===== src/rtl/iq_dsm_modulator_if.sv =====
// Sample handshake between a baseband source and iq_dsm_modulator.
//   i_data / q_data : signed I and Q samples (DATA_W bits)
//   valid           : source offers a sample this cycle
//   ready           : modulator accepts it (transfer = valid & ready)
// master = sample source, slave = modulator.
interface iq_dsm_modulator_if #(
  parameter int DATA_W = 16
);
  logic signed [DATA_W-1:0] i_data;
  logic signed [DATA_W-1:0] q_data;
  logic                     valid;
  logic                     ready;

  modport master (output i_data, output q_data, output valid, input ready);
  modport slave  (input i_data, input q_data, input valid, output ready);
endinterface


===== src/rtl/iq_dsm_modulator.sv =====
// Dual-channel (I/Q) second-order single-bit delta-sigma modulator.
// Each accepted sample is held for OSR clocks (zero-order hold) while the
// loops emit one I and one Q bit per clock. A one-entry pending buffer sits
// in front of the active sample; if it is empty when a hold period ends the
// active sample is repeated and underrun_o pulses.
//
// Ports
//   clk_i       bit-rate clock
//   rst_i       synchronous reset, active high
//   enable_i    1 = run, 0 = return to IDLE and clear loop state
//   s_if        slave side of the sample handshake
//   data_i_o    I bitstream (1 = +FS, 0 = -FS)
//   data_q_o    Q bitstream
//   underrun_o  one-cycle pulse, in the cycle after a hold period ended
//               with no sample available
//   running_o   high while in RUN
//
// state | meaning
// IDLE  | integrators at 0, both outputs toggle (mid-scale)
// PRIME | outputs toggle, waiting for the first sample
// RUN   | loops active, samples held for OSR clocks each
module iq_dsm_modulator #(
  parameter int DATA_W = 16,
  parameter int OSR    = 64,
  parameter int ACC_W  = DATA_W + 4
) (
  input  logic              clk_i,
  input  logic              rst_i,
  input  logic              enable_i,
  iq_dsm_modulator_if.slave s_if,
  output logic              data_i_o,
  output logic              data_q_o,
  output logic              underrun_o,
  output logic              running_o
);

  localparam int CNT_W = (OSR > 1) ? $clog2(OSR) : 1;
  // Two guard bits cover integrator + sample + feedback before clamping.
  localparam int SUM_W = ACC_W + 2;
  localparam logic [CNT_W-1:0] CNT_LAST = CNT_W'(OSR - 1);
  localparam logic signed [SUM_W-1:0] FS_EXT =
    {{(SUM_W-DATA_W){1'b0}}, 1'b1, {(DATA_W-1){1'b0}}};
  localparam logic signed [SUM_W-1:0] SAT_HI = {3'b000, {(ACC_W-1){1'b1}}};
  localparam logic signed [SUM_W-1:0] SAT_LO = {3'b111, {(ACC_W-1){1'b0}}};

  typedef enum logic [1:0] {
    ST_IDLE  = 2'd0,
    ST_PRIME = 2'd1,
    ST_RUN   = 2'd2
  } state_t;

  state_t                   state_q, state_d;
  logic [CNT_W-1:0]         osr_cnt_q, osr_cnt_d;
  logic signed [DATA_W-1:0] act_i_q, act_i_d, act_q_q, act_q_d;
  logic signed [DATA_W-1:0] pend_i_q, pend_i_d, pend_q_q, pend_q_d;
  logic                     pend_full_q, pend_full_d;
  logic signed [ACC_W-1:0]  int1_i_q, int1_i_d, int2_i_q, int2_i_d;
  logic signed [ACC_W-1:0]  int1_q_q, int1_q_d, int2_q_q, int2_q_d;
  logic                     bit_i_q, bit_i_d, bit_q_q, bit_q_d;
  logic                     underrun_q, underrun_d;

  logic                     ready;
  logic                     hs;
  logic                     boundary;
  logic signed [ACC_W-1:0]  nxt1_i, nxt2_i, nxt1_q, nxt2_q;
  logic                     nxtb_i, nxtb_q;

  function automatic logic signed [ACC_W-1:0] sat(input logic signed [SUM_W-1:0] v);
    if (v > SAT_HI) begin
      return SAT_HI[ACC_W-1:0];
    end else if (v < SAT_LO) begin
      return SAT_LO[ACC_W-1:0];
    end
    return v[ACC_W-1:0];
  endfunction

  // One loop iteration for a single channel.
  function automatic void dsm_step(
    input  logic signed [ACC_W-1:0]  int1,
    input  logic signed [ACC_W-1:0]  int2,
    input  logic signed [DATA_W-1:0] x,
    input  logic                     b,
    output logic signed [ACC_W-1:0]  int1_n,
    output logic signed [ACC_W-1:0]  int2_n,
    output logic                     b_n
  );
    logic signed [SUM_W-1:0] fb;
    logic signed [SUM_W-1:0] x_ext;
    logic signed [SUM_W-1:0] int1_ext;
    logic signed [SUM_W-1:0] int2_ext;
    logic signed [SUM_W-1:0] n1_ext;
    fb       = b ? FS_EXT : -FS_EXT;
    x_ext    = {{(SUM_W-DATA_W){x[DATA_W-1]}}, x};
    int1_ext = {{2{int1[ACC_W-1]}}, int1};
    int2_ext = {{2{int2[ACC_W-1]}}, int2};
    int1_n   = sat(int1_ext + x_ext - fb);
    n1_ext   = {{2{int1_n[ACC_W-1]}}, int1_n};
    int2_n   = sat(int2_ext + n1_ext - fb);
    b_n      = ~int2_n[ACC_W-1];
  endfunction

  // FSM: state register
  always_ff @(posedge clk_i) begin
    if (rst_i) begin
      state_q <= ST_IDLE;
    end else begin
      state_q <= state_d;
    end
  end

  // FSM: next state
  always_comb begin
    state_d = state_q;
    if (!enable_i) begin
      state_d = ST_IDLE;
    end else begin
      case (state_q)
        ST_IDLE:  state_d = ST_PRIME;
        ST_PRIME: if (hs) state_d = ST_RUN;
        ST_RUN:   state_d = ST_RUN;
        default:  state_d = ST_IDLE;
      endcase
    end
  end

  // FSM: outputs
  always_comb begin
    ready     = (state_q != ST_IDLE) && !pend_full_q;
    running_o = (state_q == ST_RUN);
  end

  assign s_if.ready = ready;
  assign hs         = s_if.valid & ready;
  assign boundary   = (state_q == ST_RUN) && (osr_cnt_q == CNT_LAST);

  always_comb begin
    nxt1_i = '0;
    nxt2_i = '0;
    nxtb_i = 1'b0;
    nxt1_q = '0;
    nxt2_q = '0;
    nxtb_q = 1'b0;
    dsm_step(int1_i_q, int2_i_q, act_i_q, bit_i_q, nxt1_i, nxt2_i, nxtb_i);
    dsm_step(int1_q_q, int2_q_q, act_q_q, bit_q_q, nxt1_q, nxt2_q, nxtb_q);
  end

  always_comb begin
    osr_cnt_d   = osr_cnt_q;
    act_i_d     = act_i_q;
    act_q_d     = act_q_q;
    pend_i_d    = pend_i_q;
    pend_q_d    = pend_q_q;
    pend_full_d = pend_full_q;
    int1_i_d    = int1_i_q;
    int2_i_d    = int2_i_q;
    int1_q_d    = int1_q_q;
    int2_q_d    = int2_q_q;
    bit_i_d     = bit_i_q;
    bit_q_d     = bit_q_q;
    underrun_d  = 1'b0;

    if (!enable_i || state_q != ST_RUN) begin
      // Outside RUN the loops rest at zero and the outputs sit at mid-scale.
      int1_i_d = '0;
      int2_i_d = '0;
      int1_q_d = '0;
      int2_q_d = '0;
      bit_i_d  = ~bit_i_q;
      bit_q_d  = ~bit_q_q;
    end

    if (!enable_i) begin
      // A transfer offered in this cycle is dropped along with the buffer.
      osr_cnt_d   = '0;
      pend_i_d    = '0;
      pend_q_d    = '0;
      pend_full_d = 1'b0;
    end else if (state_q == ST_PRIME) begin
      if (hs) begin
        act_i_d   = s_if.i_data;
        act_q_d   = s_if.q_data;
        osr_cnt_d = '0;
      end
    end else if (state_q == ST_RUN) begin
      int1_i_d  = nxt1_i;
      int2_i_d  = nxt2_i;
      bit_i_d   = nxtb_i;
      int1_q_d  = nxt1_q;
      int2_q_d  = nxt2_q;
      bit_q_d   = nxtb_q;
      osr_cnt_d = boundary ? '0 : osr_cnt_q + 1'b1;
      if (boundary) begin
        if (pend_full_q) begin
          act_i_d     = pend_i_q;
          act_q_d     = pend_q_q;
          pend_full_d = 1'b0;
        end else if (hs) begin
          // Arrives just in time: skip the buffer.
          act_i_d = s_if.i_data;
          act_q_d = s_if.q_data;
        end else begin
          underrun_d = 1'b1;
        end
      end else if (hs) begin
        pend_i_d    = s_if.i_data;
        pend_q_d    = s_if.q_data;
        pend_full_d = 1'b1;
      end
    end
  end

  always_ff @(posedge clk_i) begin
    if (rst_i) begin
      osr_cnt_q   <= '0;
      act_i_q     <= '0;
      act_q_q     <= '0;
      pend_i_q    <= '0;
      pend_q_q    <= '0;
      pend_full_q <= 1'b0;
      int1_i_q    <= '0;
      int2_i_q    <= '0;
      int1_q_q    <= '0;
      int2_q_q    <= '0;
      bit_i_q     <= 1'b0;
      bit_q_q     <= 1'b0;
      underrun_q  <= 1'b0;
    end else begin
      osr_cnt_q   <= osr_cnt_d;
      act_i_q     <= act_i_d;
      act_q_q     <= act_q_d;
      pend_i_q    <= pend_i_d;
      pend_q_q    <= pend_q_d;
      pend_full_q <= pend_full_d;
      int1_i_q    <= int1_i_d;
      int2_i_q    <= int2_i_d;
      int1_q_q    <= int1_q_d;
      int2_q_q    <= int2_q_d;
      bit_i_q     <= bit_i_d;
      bit_q_q     <= bit_q_d;
      underrun_q  <= underrun_d;
    end
  end

  assign data_i_o   = bit_i_q;
  assign data_q_o   = bit_q_q;
  assign underrun_o = underrun_q;

endmodule

===== src/flat_wrapper.sv =====
// flat-port wrapper written by rule: the top's interface ports become plain ports
module iq_dsm_modulator_flat 
#(
  parameter int DATA_W = 16,
  parameter int OSR    = 64,
  parameter int ACC_W  = DATA_W + 4
)
  (clk_i, rst_i, enable_i, data_i_o, data_q_o, underrun_o, running_o, s_if_i_data, s_if_q_data, s_if_valid, s_if_ready);
  iq_dsm_modulator_if #(.DATA_W(DATA_W)) s_if_i ();
  input  logic clk_i;
  input  logic rst_i;
  input  logic enable_i;
  output logic data_i_o;
  output logic data_q_o;
  output logic underrun_o;
  output logic running_o;
  input wire logic [$bits(s_if_i.i_data)-1:0] s_if_i_data;
  input wire logic [$bits(s_if_i.q_data)-1:0] s_if_q_data;
  input wire logic [$bits(s_if_i.valid)-1:0] s_if_valid;
  output wire logic [$bits(s_if_i.ready)-1:0] s_if_ready;
  assign s_if_i.i_data = s_if_i_data;
  assign s_if_i.q_data = s_if_q_data;
  assign s_if_i.valid = s_if_valid;
  assign s_if_ready = s_if_i.ready;
  iq_dsm_modulator #(.DATA_W(DATA_W), .OSR(OSR), .ACC_W(ACC_W)) u_core (.clk_i(clk_i), .rst_i(rst_i), .enable_i(enable_i), .s_if(s_if_i), .data_i_o(data_i_o), .data_q_o(data_q_o), .underrun_o(underrun_o), .running_o(running_o));
endmodule

===== config.mk =====
export PLATFORM = sky130hd
export DESIGN_NAME = iq_dsm_modulator_flat
export DESIGN_NICKNAME = d
export VERILOG_FILES = /design/src/rtl/iq_dsm_modulator_if.sv /design/src/rtl/iq_dsm_modulator.sv /design/src/flat_wrapper.sv
export SDC_FILE = /design/constraint.sdc
export NUM_CORES = 1
export LEC_CHECK = 0
export CAP_MARGIN = 40
export CORE_MARGIN = 8
export CORE_UTILIZATION = 40
export DETAILED_ROUTE_END_ITERATION = 8
export PLACE_DENSITY_LB_ADDON = 0.12
export REMOVE_ABC_BUFFERS = 1
export SLEW_MARGIN = 20
export SYNTH_ARGS = -nofsm -noshare
export SYNTH_HDL_FRONTEND = slang
export SYNTH_SLANG_ARGS = --single-unit
export TNS_END_PERCENT = 1

===== constraint.sdc =====
create_clock -name clk_i -period 12.5 [get_ports clk_i]
set_clock_uncertainty 0.2 [all_clocks]
set_input_delay 2.5 -clock clk_i [delete_from_list [all_inputs] [get_ports clk_i]]
set_output_delay 2.5 -clock clk_i [all_outputs]
set_load 0.01 [all_outputs]

; ---- Word-level counts from Yosys, hierarchy flattened
; Index checks and enable logic that the tools add are counted.
[word_totals]
register_bits = 156
latchBits = 0
ram_bits = 0
mem_bits_ro = 0
inputBits = 36
memories = 0
[op_classes]
add_sub_neg = 9
multipliers = 0
div_mod_pow = 0
magnitude_cmp = 8
n_eq_ne = 5
shift = 0
mux = 65
bitwise_logic = 9
n_reduce_logical = 16
[op_table]
columns = operator, count
row1 = two-way mux 20 bit, 28
row2 = two-way mux 16 bit, 10
row3 = "> comparator 22 x 20 -> 1 bit, second input constant", 4
row4 = "< comparator 22 x 20 -> 1 bit, second input constant", 4
row5 = subtractor 22 bit, 4
row6 = two-way mux 22 bit, 2
row7 = adder 20 x 16 -> 21 bit, 2
row8 = adder 20 x 20 -> 21 bit, 2
row9 = two-way mux 6 bit, 4
row10 = two-way mux 1 bit, 19
row11 = inverter 1 bit, 8
row12 = nonzero test 2 bit, 4
row13 = "adder 6 x 1 -> 6 bit, second input constant", 1
row14 = "== test 6 bit, second input constant", 1
row15 = one-hot mux 2 bit (3 select lines), 1
row16 = AND reduction 3 bit, 2
row17 = OR reduction 6 bit, 1
row18 = AND reduction 4 bit, 1
row19 = "== test 2 x 1 -> 1 bit, second input constant", 1
row20 = "== test 2 bit, second input constant", 1
row21 = logical AND 1 bit, 2
row22 = logical NOT 1 bit, 2
row23 = logical NOT 2 bit, 1
row24 = two-way mux 2 bit, 1
row25 = 6 further kinds, 6

; ---- Logic depth before layout (Yosys ltp)
; Gate-level depths: netlist (run 1).
[logic_depth]
ltp_word = 16
depth_mapped = 48
mapped_depth_nobuf = 45

; ---- Least setup slack after synthesis (run 1)
; Ideal clock, no wire load.
[synth_timing]
path_type = register to register
from = register u_core.int1_i_q[0]
to = register u_core.int2_i_q[2]
arrival_ns = 8.674
slack_ns = 3.551
stages_incl_launch_ff = 45
synth_period_minus_slack_ns = 8.949
path_cell_list = dfxtp_1 -> ha_1 -> inv_1 -> fa_1 -> nor2b_1 -> o21ai_0 -> a21boi_0 -> o21ai_0 -> a31oi_1 -> o31ai_1 -> a21oi_1 -> a211o_1 -> a21o_1 -> xor2_1 -> ha_1 -> inv_1 -> or4_1 -> a211oi_1 -> [... 9 more ...] -> a21boi_0 -> o21a_1 -> o21ai_0 -> a21oi_1 -> o41ai_1 -> o2111ai_1 -> a21oi_1 -> xnor2_1 -> ha_1 -> inv_1 -> o21bai_1 -> nor4b_1 -> o21ai_0 -> o211ai_1 -> a31o_2 -> a21o_1 -> or3_1 -> a31oi_1
[synth_via]
elab_chain_cells = 15
elab_cells_between_ends = 19
[synth_rtl]
columns = item, line
row1 = from (decl), iq_dsm_modulator.sv:57  ; logic signed [ACC_W-1:0] int1_i_q, int1_i_d, int2_i_q, int2_i_d;
row2 = from (signal assigned), iq_dsm_modulator.sv:234  ; int1_i_q <= int1_i_d;
row3 = adder 20 x 16 -> 21 bit *, iq_dsm_modulator.sv:96  ; int1_n = sat(int1_ext + x_ext - fb);
row4 = subtractor 22 bit *, iq_dsm_modulator.sv:96
row5 = < comparator 22 x 20 -> 1 bit, iq_dsm_modulator.sv:71  ; end else if (v < SAT_LO) begin
row6 = two-way mux 1 bit, iq_dsm_modulator.sv:71
row7 = two-way mux 1 bit, iq_dsm_modulator.sv:69  ; if (v > SAT_HI) begin
row8 = two-way mux 20 bit *, iq_dsm_modulator.sv:74  ; return v[ACC_W-1:0];
row9 = adder 20 x 20 -> 21 bit *, iq_dsm_modulator.sv:98  ; int2_n = sat(int2_ext + n1_ext - fb);
row10 = subtractor 22 bit *, iq_dsm_modulator.sv:98
row11 = < comparator 22 x 20 -> 1 bit, iq_dsm_modulator.sv:71
row12 = two-way mux 1 bit, iq_dsm_modulator.sv:71
row13 = two-way mux 1 bit, iq_dsm_modulator.sv:69
row14 = two-way mux 20 bit *, iq_dsm_modulator.sv:74
row15 = two-way mux 20 bit *, iq_dsm_modulator.sv:184  ; end else if (state_q == ST_RUN) begin
row16 = two-way mux 20 bit *, iq_dsm_modulator.sv:178  ; end else if (state_q == ST_PRIME) begin
row17 = two-way mux 20 bit *, iq_dsm_modulator.sv:172  ; if (!enable_i) begin
row18 = to (signal assigned), iq_dsm_modulator.sv:235  ; int2_i_q <= int2_i_d;
row19 = to (decl), iq_dsm_modulator.sv:57
; Mark *: on every way between the ends. The rest lies on a longest branch, timed or not.
; A chain may end at the register's enable or synchronous reset.

; ---- Final worst setup path (run 1)
[layout_timing]
from = register u_core.int1_i_q[0]
to = register u_core.int2_i_q[15]
; The elaborated chain is that of the path after synthesis.

==> impl_metrics.yaml, run 1 <==
synthesis:
  synth-xor-area-share: 0.05854
  avgSynthCellArea_um2: 7.927
  syn_inst: 1340
  ys_ff_latch: 156
  synth_top_family_by_area: "compound AO/OA/AOI/OAI gates"
  synth_cell_type_count: 75
  synth_compound_area_frac: 0.2691
  synth_area_mm2: 0.01062
  synthArstFlopShare: 0
  synth-edff-count: 0
  synth-seq-area-share: 0.2940
  synthAdderAreaFrac: 0.1376
  ys_warn_count: 0
  synth_mux_area_frac: 0.002827
  synth_flop_cell: "dfxtp_1"
  synthSimpleGateAreaFrac: 0.1982
global_route:
  grt_use_total: 0.1751
  grt_start_max_net_pins: 46
  grt_pass1_wl_mm: 45.42
  grt.overflow.total: 0
  antenna_found_initial: 0
  grt_pass1_vias: 8895
clock_tree:
  cts-root-buf: "clkbuf_16"
  cts_resized: 0
  cts.reportedPaths.clkPinSlew_ns: 0.06
  post_cts_buffers: 0
  cts_buffers: 17
  cts_sinks: 156
  insertion_delay_ns: 0.44
  ctsHtreeMaxLevel: 4
  cts_buffer_depth: 2
  cts_tree: "built"
  cts_hold_buf: 0
layout:
  diodes: 0
  final_layout_size_suffix_gt1_frac: 0.05625
  final_net_count: 1505
  syn_to_final_growth_pct: 12.21
sta:
  setup_viol_count_final: 0
  fmax_ghz: 0.09535
  rsz0062_at_grt: "no"
  fin_ws_ns: 2.013
  drv_slew: 0
  finalCriticalPeriod_ns: 10.49
  hold_viol: 0
  fin_setup_tns_ns: 0
  worst-slew-pin-transition_ns: 0.7801
  slew_headroom: 0.4731
  period_share: 0.8390
placed_design:
  io_buffer_count: 40
  pre_cts_ws_ns: 2.217
  dpl.hpwl_mm: 20.04
  gp_congestion: 0.8799
detailed_routing:
  drt_iter0_markers: 634
  vias: 9499
  met1_length_mm: 14.36
  drt_wl_total_mm: 27.85
  vias_per_cell: 5.575
  highest_layer: "met4"
  dr_wl_met2_mm: 11.93
  ant_nets: 0
  met3WireLength_mm: 1.127
  routedWlPerCell_um: 16.34
  drc_errors: 0
  dr.pass1.iters: 4
setup_path:
  slowest_stage: "o41ai_1"
  end_kind: "flip-flop"
  max_stage_delay_ns: 0.72
  cpMostUsedCell: "a21oi_1"
  critPathLaunchType: "flip-flop"
  crit_type: "reg -> reg"
  cp_max_fo: 21
  crit_required_ns: 12.59
  arrival_ns: 10.57
floorplan:
  die_area_mm2: 0.03203
  die_y_um: 179.0
  num_rows: 59
  core_mm2: 0.02606
  pin_count: 41
  start_util: 0.4076
  die_w_um: 179.0
min_path:
  hold_class: "reg -> reg"
flow_run:
  max_cap_viol_count: 0
pwr:
  p_leak_uw: 0.004885
  max-vdd-ir-drop_v: 0.00007049
  power_density_mw_per_mm2: 106.2
status:
  status: "complete, no violations"
worst paths after layout:
| check | from | to | slack, ns | cells past startpoint |
|---|---|---|---|---|
| max | u_core.int1_i_q[0] | u_core.int2_i_q[15] | 2.01 | 41 |
| min | u_core.pend_i_q[12] | u_core.pend_i_q[12] | 0.25 | 2 |
| max reg2reg | u_core.int1_i_q[0] | u_core.int2_i_q[15] | 2.01 | 41 |
| min reg2reg | u_core.pend_i_q[12] | u_core.pend_i_q[12] | 0.25 | 2 |
layer usage:
| layer | global-route usage | up-vias |
|---|---|---|
| met1 | 0.2455 | 4412 |
| li1 | - | 4885 |
| met4 | 0.04995 | 0 |
| met2 | 0.2703 | 171 |
| met3 | 0.03075 | 31 |
| met5 | 0 | - |
synth_stat cells, types with 9 or more instances:
cell type	number	area, um^2
nor2_1	163	611.8
nand2_1	159	596.8
dfxtp_1	156	3123
a21oi_1	105	525.5
ha_1	104	1301
o21ai_0	81	405.4
xnor2_1	55	481.7
a211oi_1	46	345.3
inv_1	46	172.7
clkbuf_1	44	165.2
o22ai_1	34	212.7
a21o_1	30	225.2
nor2b_1	22	137.6
nand2b_1	19	118.9
nand3_1	19	95.09
a221o_1	18	180.2
o21a_1	18	135.1
a22oi_1	17	127.6
xor2_1	16	140.1
a31oi_1	13	81.33
and3_1	12	75.07
or3_1	12	75.07
nor3_1	11	55.05
o211ai_1	11	82.58
nand2_2	10	62.56
buf_2	9	45.04
flip-flops by register name, indices dropped and copies added, names as in the netlist:
register and flops:
u_core.int1_i_q 20, u_core.int1_q_q 20, u_core.int2_i_q 20, u_core.int2_q_q 20, u_core.act_i_q 16, u_core.act_q_q 16, u_core.pend_i_q 16, u_core.pend_q_q 16
u_core.osr_cnt_q 6, u_core.state_q 2, u_core.data_i_o 1, u_core.data_q_o 1, u_core.pend_full_q 1, u_core.underrun_o 1
final cells by class:
| class | count | area, um^2 |
|---|---|---|
| clock buffer | 21 | 460.4 |
| clock inverter | 10 | 116.4 |
| fill | 2599 | 14140 |
| inverter | 46 | 172.7 |
| multi-input combinational | 1081 | 7103 |
| sequential | 156 | 3123 |
| tap | 335 | 419.2 |
| timing repair buffer | 55 | 525.5 |
report_power, final:
part	total (uW)	switching, uW	internal (uW)
clock network	523	219	304
logic	238	142	96.5
registers	505	5.03	500
total	1270	366	901
stage by stage:
stage                     instances  cell area, um^2  total power, uW    util  hold slack [ns]
after floorplan                1283            10370            682.7       -           0.2315
after global placement         1671            11320            754.0  0.4342           0.2413
after detailed placement       1673            11340            753.1  0.4353           0.2470
after CTS                      1704            11920             1280  0.4574           0.2555
after global routing           1704            11920             1326  0.4574           0.2679
final                          1704            11920             1266  0.4574           0.2540
logic make-up after synthesis:
kind of cell,Yosys count
buf+inv,103
compound gates,430
fa+ha+maj,112
xor+xnor,71
flops,156
simple gates,465
mux,3
cells in the final DEF, fill, tap and decap left out, drive strengths merged, types with 7 or more instances in the layout:
cell type	n
o21a	18
nand2	169
inv	47
ha	104
a22o	7
a22oi	17
and3	12
clkbuf	21
nand4	7
or3	14
a221o	18
o211ai	12
xor2	16
o22ai	34
nand3	19
nor2b	22
dfxtp	156
a211oi	48
a21oi	105
nor3	12
nor2	164
a21o	30
fa	8
o21ai	83
buf	15
nand2b	19
xnor2	55
clkdlybuf4s50	40
a31oi	13
critical path: cells and delay by family, from the launching register on:
family	cells	cell delay, ns
compound gates	25	5.80
simple gates	7	2.14
fa+ha+maj	5	1.46
flops	1	0.31
xor+xnor	2	0.28
buf+inv	2	0.14
(Power assumes the default switching activity.)
==> run 2, diff against run 1 <==
==> constraint.sdc (replaced) <==
create_clock -name clk_i -period 10.1 [get_ports clk_i]
set_clock_uncertainty 0.2 [all_clocks]
set_input_delay 2.02 -clock clk_i [delete_from_list [all_inputs] [get_ports clk_i]]
set_output_delay 2.02 -clock clk_i [all_outputs]
set_load 0.01 [all_outputs]
==> impl_metrics.yaml, run 2 (synthesis results as in run 1) <==
floorplan:
  core_mm2: 0.02606
  num_rows: 59
  die_w_um: 179.0
  die_y_um: 179.0
  pin_count: 41
  die_area_mm2: 0.03203
  start_util: 0.4076
detailed_routing:
  ant_nets: 0
  routedWlPerCell_um: 16.40
  met1_length_mm: 14.54
  dr_wl_met2_mm: 12.27
  met3WireLength_mm: 1.162
  drt_wl_total_mm: 28.25
  dr.pass1.iters: 5
  vias_per_cell: 5.563
  drt_iter0_markers: 696
  highest_layer: "met4"
  vias: 9580
  drc_errors: 0
pwr:
  pwr-share-clk: 0.411
  p_leak_uw: 0.004985
  seq_power_share: 0.393
  p_sw_uw: 468.6
  switching_share: 0.2941
  internal_power_uw: 1125
  power_density_mw_per_mm2: 130.9
  power_frac_comb: 0.197
  max-vdd-ir-drop_v: 0.00007623
setup_path:
  arrival_ns: 9.49
  path_buf_inv: 5
  slowest_stage: "or4_1"
  max_stage_delay_ns: 0.51
  critPathLaunchType: "flip-flop"
  crit_required_ns: 10.20
  cp_max_fo: 20
  crit_type: "reg -> reg"
  end_kind: "flip-flop"
  crit_family: "compound AO/OA/AOI/OAI gates"
layout:
  num-fill-cells: 2623
  diodes: 0
  multi_input_area_mm2: 0.007182
  final_cell_mix: "nor2_1, nand2_1, dfxtp_1"
  final_layout_size_suffix_gt1_frac: 0.07642
  seqCellArea_mm2: 0.003123
  syn_to_final_growth_pct: 14.54
  postLayoutCellArea_mm2: 0.01217
  final_net_count: 1522
  layout_commonest_cell: "nor2_1"
sta:
  period_share: 0.9296
  worst-slew-pin-transition_ns: 0.7618
  drv_slew: 0
  slew_headroom: 0.4915
  setup_viol_count_final: 0
  hold_viol: 0
  fmax_ghz: 0.1065
  finalCriticalPeriod_ns: 9.389
  fin_setup_tns_ns: 0
global_route:
  grt_start_max_net_pins: 49
  antenna_found_initial: 0
  grt_pass1_wl_mm: 46.75
  grt_pass1_vias: 9041
  grt.overflow.total: 0
  grt_use_total: 0.1794
clock_tree:
  cts-root-buf: "clkbuf_16"
  cts_buffer_depth: 2
  cts_tree: "built"
  cts_sinks: 156
  cts_buffers: 17
  cts.reportedPaths.clkPinSlew_ns: 0.06
  insertion_delay_ns: 0.43
  ctsHtreeMaxLevel: 4
placed_design:
  dpl_cell_area_mm2: 0.01149
  io_buffer_count: 40
  gp_congestion: 0.8442
  dpl.hpwl_mm: 20.40
min_path:
  hold_class: "reg -> reg"
status:
  status: "complete, no violations"
flow_run:
  max_cap_viol_count: 0
[run 2: cell count changes in the layout (fill, tap and decap cells not counted), sizes merged]
cell	delta
inv	+3
clkinvlp	+1
buf	+17
clkinv	-3
[run 2: final timing paths]
kind	from	end	slack, ns	cells after the start
max	u_core.int1_i_q[0]	u_core.int2_i_q[15]	0.71	45
min	u_core.pend_i_q[1]	u_core.pend_i_q[1]	0.25	2
max reg2reg	u_core.int1_i_q[0]	u_core.int2_i_q[15]	0.71	45
min reg2reg	u_core.pend_i_q[1]	u_core.pend_i_q[1]	0.25	2
[run 2: layer usage]
| layer | vias up | track usage |
|---|---|---|
| met3 | 23 | 0.02864 |
| met5 | - | 0 |
| met4 | 0 | 0.04134 |
| met1 | 4484 | 0.2613 |
| met2 | 165 | 0.2712 |
| li1 | 4908 | - |
[run 2: area by class of cell]
type / instances / share of cell area
clock buffers: 21 / 0.03702
well taps: 335 / 0.03445
multi-input cells: 1081 / 0.5903
repair buffers: 72 / 0.05636
flip-flops and latches: 156 / 0.2567
clock inverters: 11 / 0.01100
inverters: 46 / 0.01419
[run 2: what timing repair did]
item | in CTS | in global routing
resized for setup | 1 | 20
buffers inserted | 0 | 2
setup endpoints to repair | 5 | 39
cloned | 0 | 0
hold buffers | 0 | 0
pin swaps | 0 | 1
[run 2: worst reg2reg max path: cells and delay by family, from the launching register on]
family	cells	cell delay, ns
AO/OA/AOI/OAI	25	4.30
XOR/XNOR	2	0.25
adder cells (fa/ha/maj)	6	1.95
buffers and inverters	5	0.64
flip-flops	1	0.34
AND/OR/NAND/NOR	7	1.62
[run 2: through the flow]
stage | util | instances | setup WS (ns) | total power (uW) | hold WS (ns)
floorplan | - | 1283 | 1.087 | 845.0 | 0.2315
global placement | 0.4395 | 1686 | 0.1324 | 943.0 | 0.2413
detailed placement | 0.4409 | 1688 | -0.03608 | 942.0 | 0.2468
CTS | 0.4636 | 1720 | 0.07135 | 1599 | 0.2560
global route | 0.4669 | 1722 | -0.02842 | 1666 | 0.2663
finish | 0.4669 | 1722 | 0.7108 | 1593 | 0.2549
[run 2: power by group through the flow]
| stage | Combinational (uW) | Clock [uW] | Sequential (uW) |
|---|---|---|---|
| after global placement | 304 | 0 | 639 |
| after floorplan | 207 | 0 | 638 |
| after global routing | 347 | 693 | 626 |
| after CTS | 306 | 667 | 626 |
| final | 313 | 655 | 625 |
| after detailed placement | 302 | 0 | 640 |
==> run 3, diff against run 2 <==
--- a/config.mk
+++ b/config.mk
@@ -11,7 +11,6 @@
 export DETAILED_ROUTE_END_ITERATION = 8
 export PLACE_DENSITY_LB_ADDON = 0.12
 export REMOVE_ABC_BUFFERS = 1
-export SLEW_MARGIN = 20
 export SYNTH_ARGS = -nofsm -noshare
 export SYNTH_HDL_FRONTEND = slang
 export SYNTH_SLANG_ARGS = --single-unit
==> impl_metrics.yaml, run 3 (synthesis results as in run 1) <==
sta:
  slew_headroom: 0.4927
  setup_viol_count_final: 0
  fmax_ghz: 0.1064
  drv_slew: 0
  fin_setup_tns_ns: 0
  hold_viol: 0
  fin_ws_ns: 0.6986
  period_share: 0.9308
  finalCriticalPeriod_ns: 9.401
  worst-slew-pin-transition_ns: 0.7600
layout:
  syn_to_final_growth_pct: 14.45
  final_net_count: 1520
  final_cell_mix: "nor2_1, nand2_1, dfxtp_1"
  instances_no_fill: 1720
  num-fill-cells: 2603
  diodes: 0
  final_layout_size_suffix_gt1_frac: 0.07509
  layout_commonest_cell: "nor2_1"
setup_path:
  cpMostUsedCell: "a21oi_1"
  crit_required_ns: 10.21
  arrival_ns: 9.51
  end_kind: "flip-flop"
  max_stage_delay_ns: 0.58
  path_buf_inv: 3
  cp_max_fo: 18
  crit_type: "reg -> reg"
  slowest_stage: "a2111oi_1"
  critPathLaunchType: "flip-flop"
  crit_family: "compound AO/OA/AOI/OAI gates"
status:
  status: "complete, no violations"
placed_design:
  pre_cts_ws_ns: 0.2322
  gp_congestion: 0.8442
  post-place-cells: 1688
  io_buffer_count: 40
  dpl.hpwl_mm: 20.32
detailed_routing:
  drt_wl_total_mm: 28.38
  ant_nets: 0
  routedWlPerCell_um: 16.50
  drt_iter0_markers: 647
  dr.pass1.iters: 5
  vias: 9568
  drc_errors: 0
  vias_per_cell: 5.563
global_route:
  antenna_found_initial: 0
  grt_start_max_net_pins: 49
  grt_pass1_wl_mm: 46.75
  grt_pass1_vias: 9016
  grt_use_total: 0.1790
  grt.overflow.total: 0
clock_tree:
  insertion_delay_ns: 0.43
  ctsHtreeMaxLevel: 4
  cts_sinks: 156
  cts-root-buf: "clkbuf_16"
  cts_buffers: 17
  cts_tree: "built"
  cts_buffer_depth: 2
  cts_hold_buf: 0
  cts.reportedPaths.clkPinSlew_ns: 0.07
floorplan:
  die_area_mm2: 0.03203
  die_y_um: 179.0
  die_w_um: 179.0
  core_mm2: 0.02606
  start_util: 0.4076
  num_rows: 59
  pin_count: 41
pwr:
  power_density_mw_per_mm2: 130.9
  p_leak_uw: 0.004973
  max-vdd-ir-drop_v: 0.00009962
min_path:
  hold_class: "reg -> reg"
flow_run:
  max_cap_viol_count: 0
## run 3: cell types whose count changed in the layout (fill, tap and decap cells not counted), moves of 2 or more
| cell | previous run | this run |
|---|---|---|
| clkinvlp_4 | 3 | 5 |
| buf_6 | 0 | 2 |
| buf_4 | 29 | 25 |
| o21ai_1 | 6 | 4 |
| o21ai_0 | 77 | 79 |
## run 3: area by class of cell
class / instances / area [um^2] / share of cell area
Clock buffer: 20 / 446.7 / 0.03674
Clock inverter: 12 / 137.6 / 0.01132
Inverter: 46 / 172.7 / 0.01420
Multi-Input combinational cell: 1081 / 7181 / 0.5906
Sequential cell: 156 / 3123 / 0.2569
Tap cell: 335 / 419.2 / 0.03448
Timing Repair Buffer: 70 / 678.2 / 0.05578
## run 3: power breakdown
group          internal [uW]  switching, uW  leakage (uW)
clock                    373            281      0.000270
sequential               619           6.41       0.00126
combinational            130            183       0.00345
total                   1120            470       0.00497
## run 3: worst paths after layout
| check | depth (start not counted) | from | endpoint | slack, ns |
|---|---|---|---|---|
| max reg2reg | 42 | u_core.int1_q_q[0] | u_core.int2_q_q[7] | 0.70 |
| min | 2 | u_core.pend_i_q[5] | u_core.pend_i_q[5] | 0.25 |
| max | 42 | u_core.int1_q_q[0] | u_core.int2_q_q[7] | 0.70 |
| min reg2reg | 2 | u_core.pend_i_q[5] | u_core.pend_i_q[5] | 0.25 |
## run 3: repair_timing
action                                  in CTS  in global routing
resized for setup                            0                 21
endpoints found under the setup margin       0                 40
buffers inserted                             0                  0
## run 3: tightest hold or removal path: stages, from the launching register on
cell and delay [ns]:
dfxtp_1 0.31, nand2_1 0.05, a21oi_1 0.05
## run 3: metal layers
| layer | track usage | wire (um) | up-vias |
|---|---|---|---|
| met3 | 0.02570 | 1070 | 19 |
| met4 | 0.04099 | 265 | 0 |
| met5 | 0 | 0 | - |
| met1 | 0.2608 | 14820 | 4470 |
| li1 | - | - | 4909 |
| met2 | 0.2730 | 12230 | 170 |
## run 3: stage by stage
stage / utilization / hold WS (ns) / instance area [um^2] / power (uW)
after global placement: 0.4395 / 0.2413 / 11450 / 943.0
after global routing: 0.4666 / 0.2663 / 12160 / 1661
after detailed placement: 0.4409 / 0.2468 / 11490 / 941.7
after CTS: 0.4633 / 0.2556 / 12070 / 1596
final: 0.4666 / 0.2550 / 12160 / 1592
after floorplan: - / 0.2315 / 10370 / 845.0
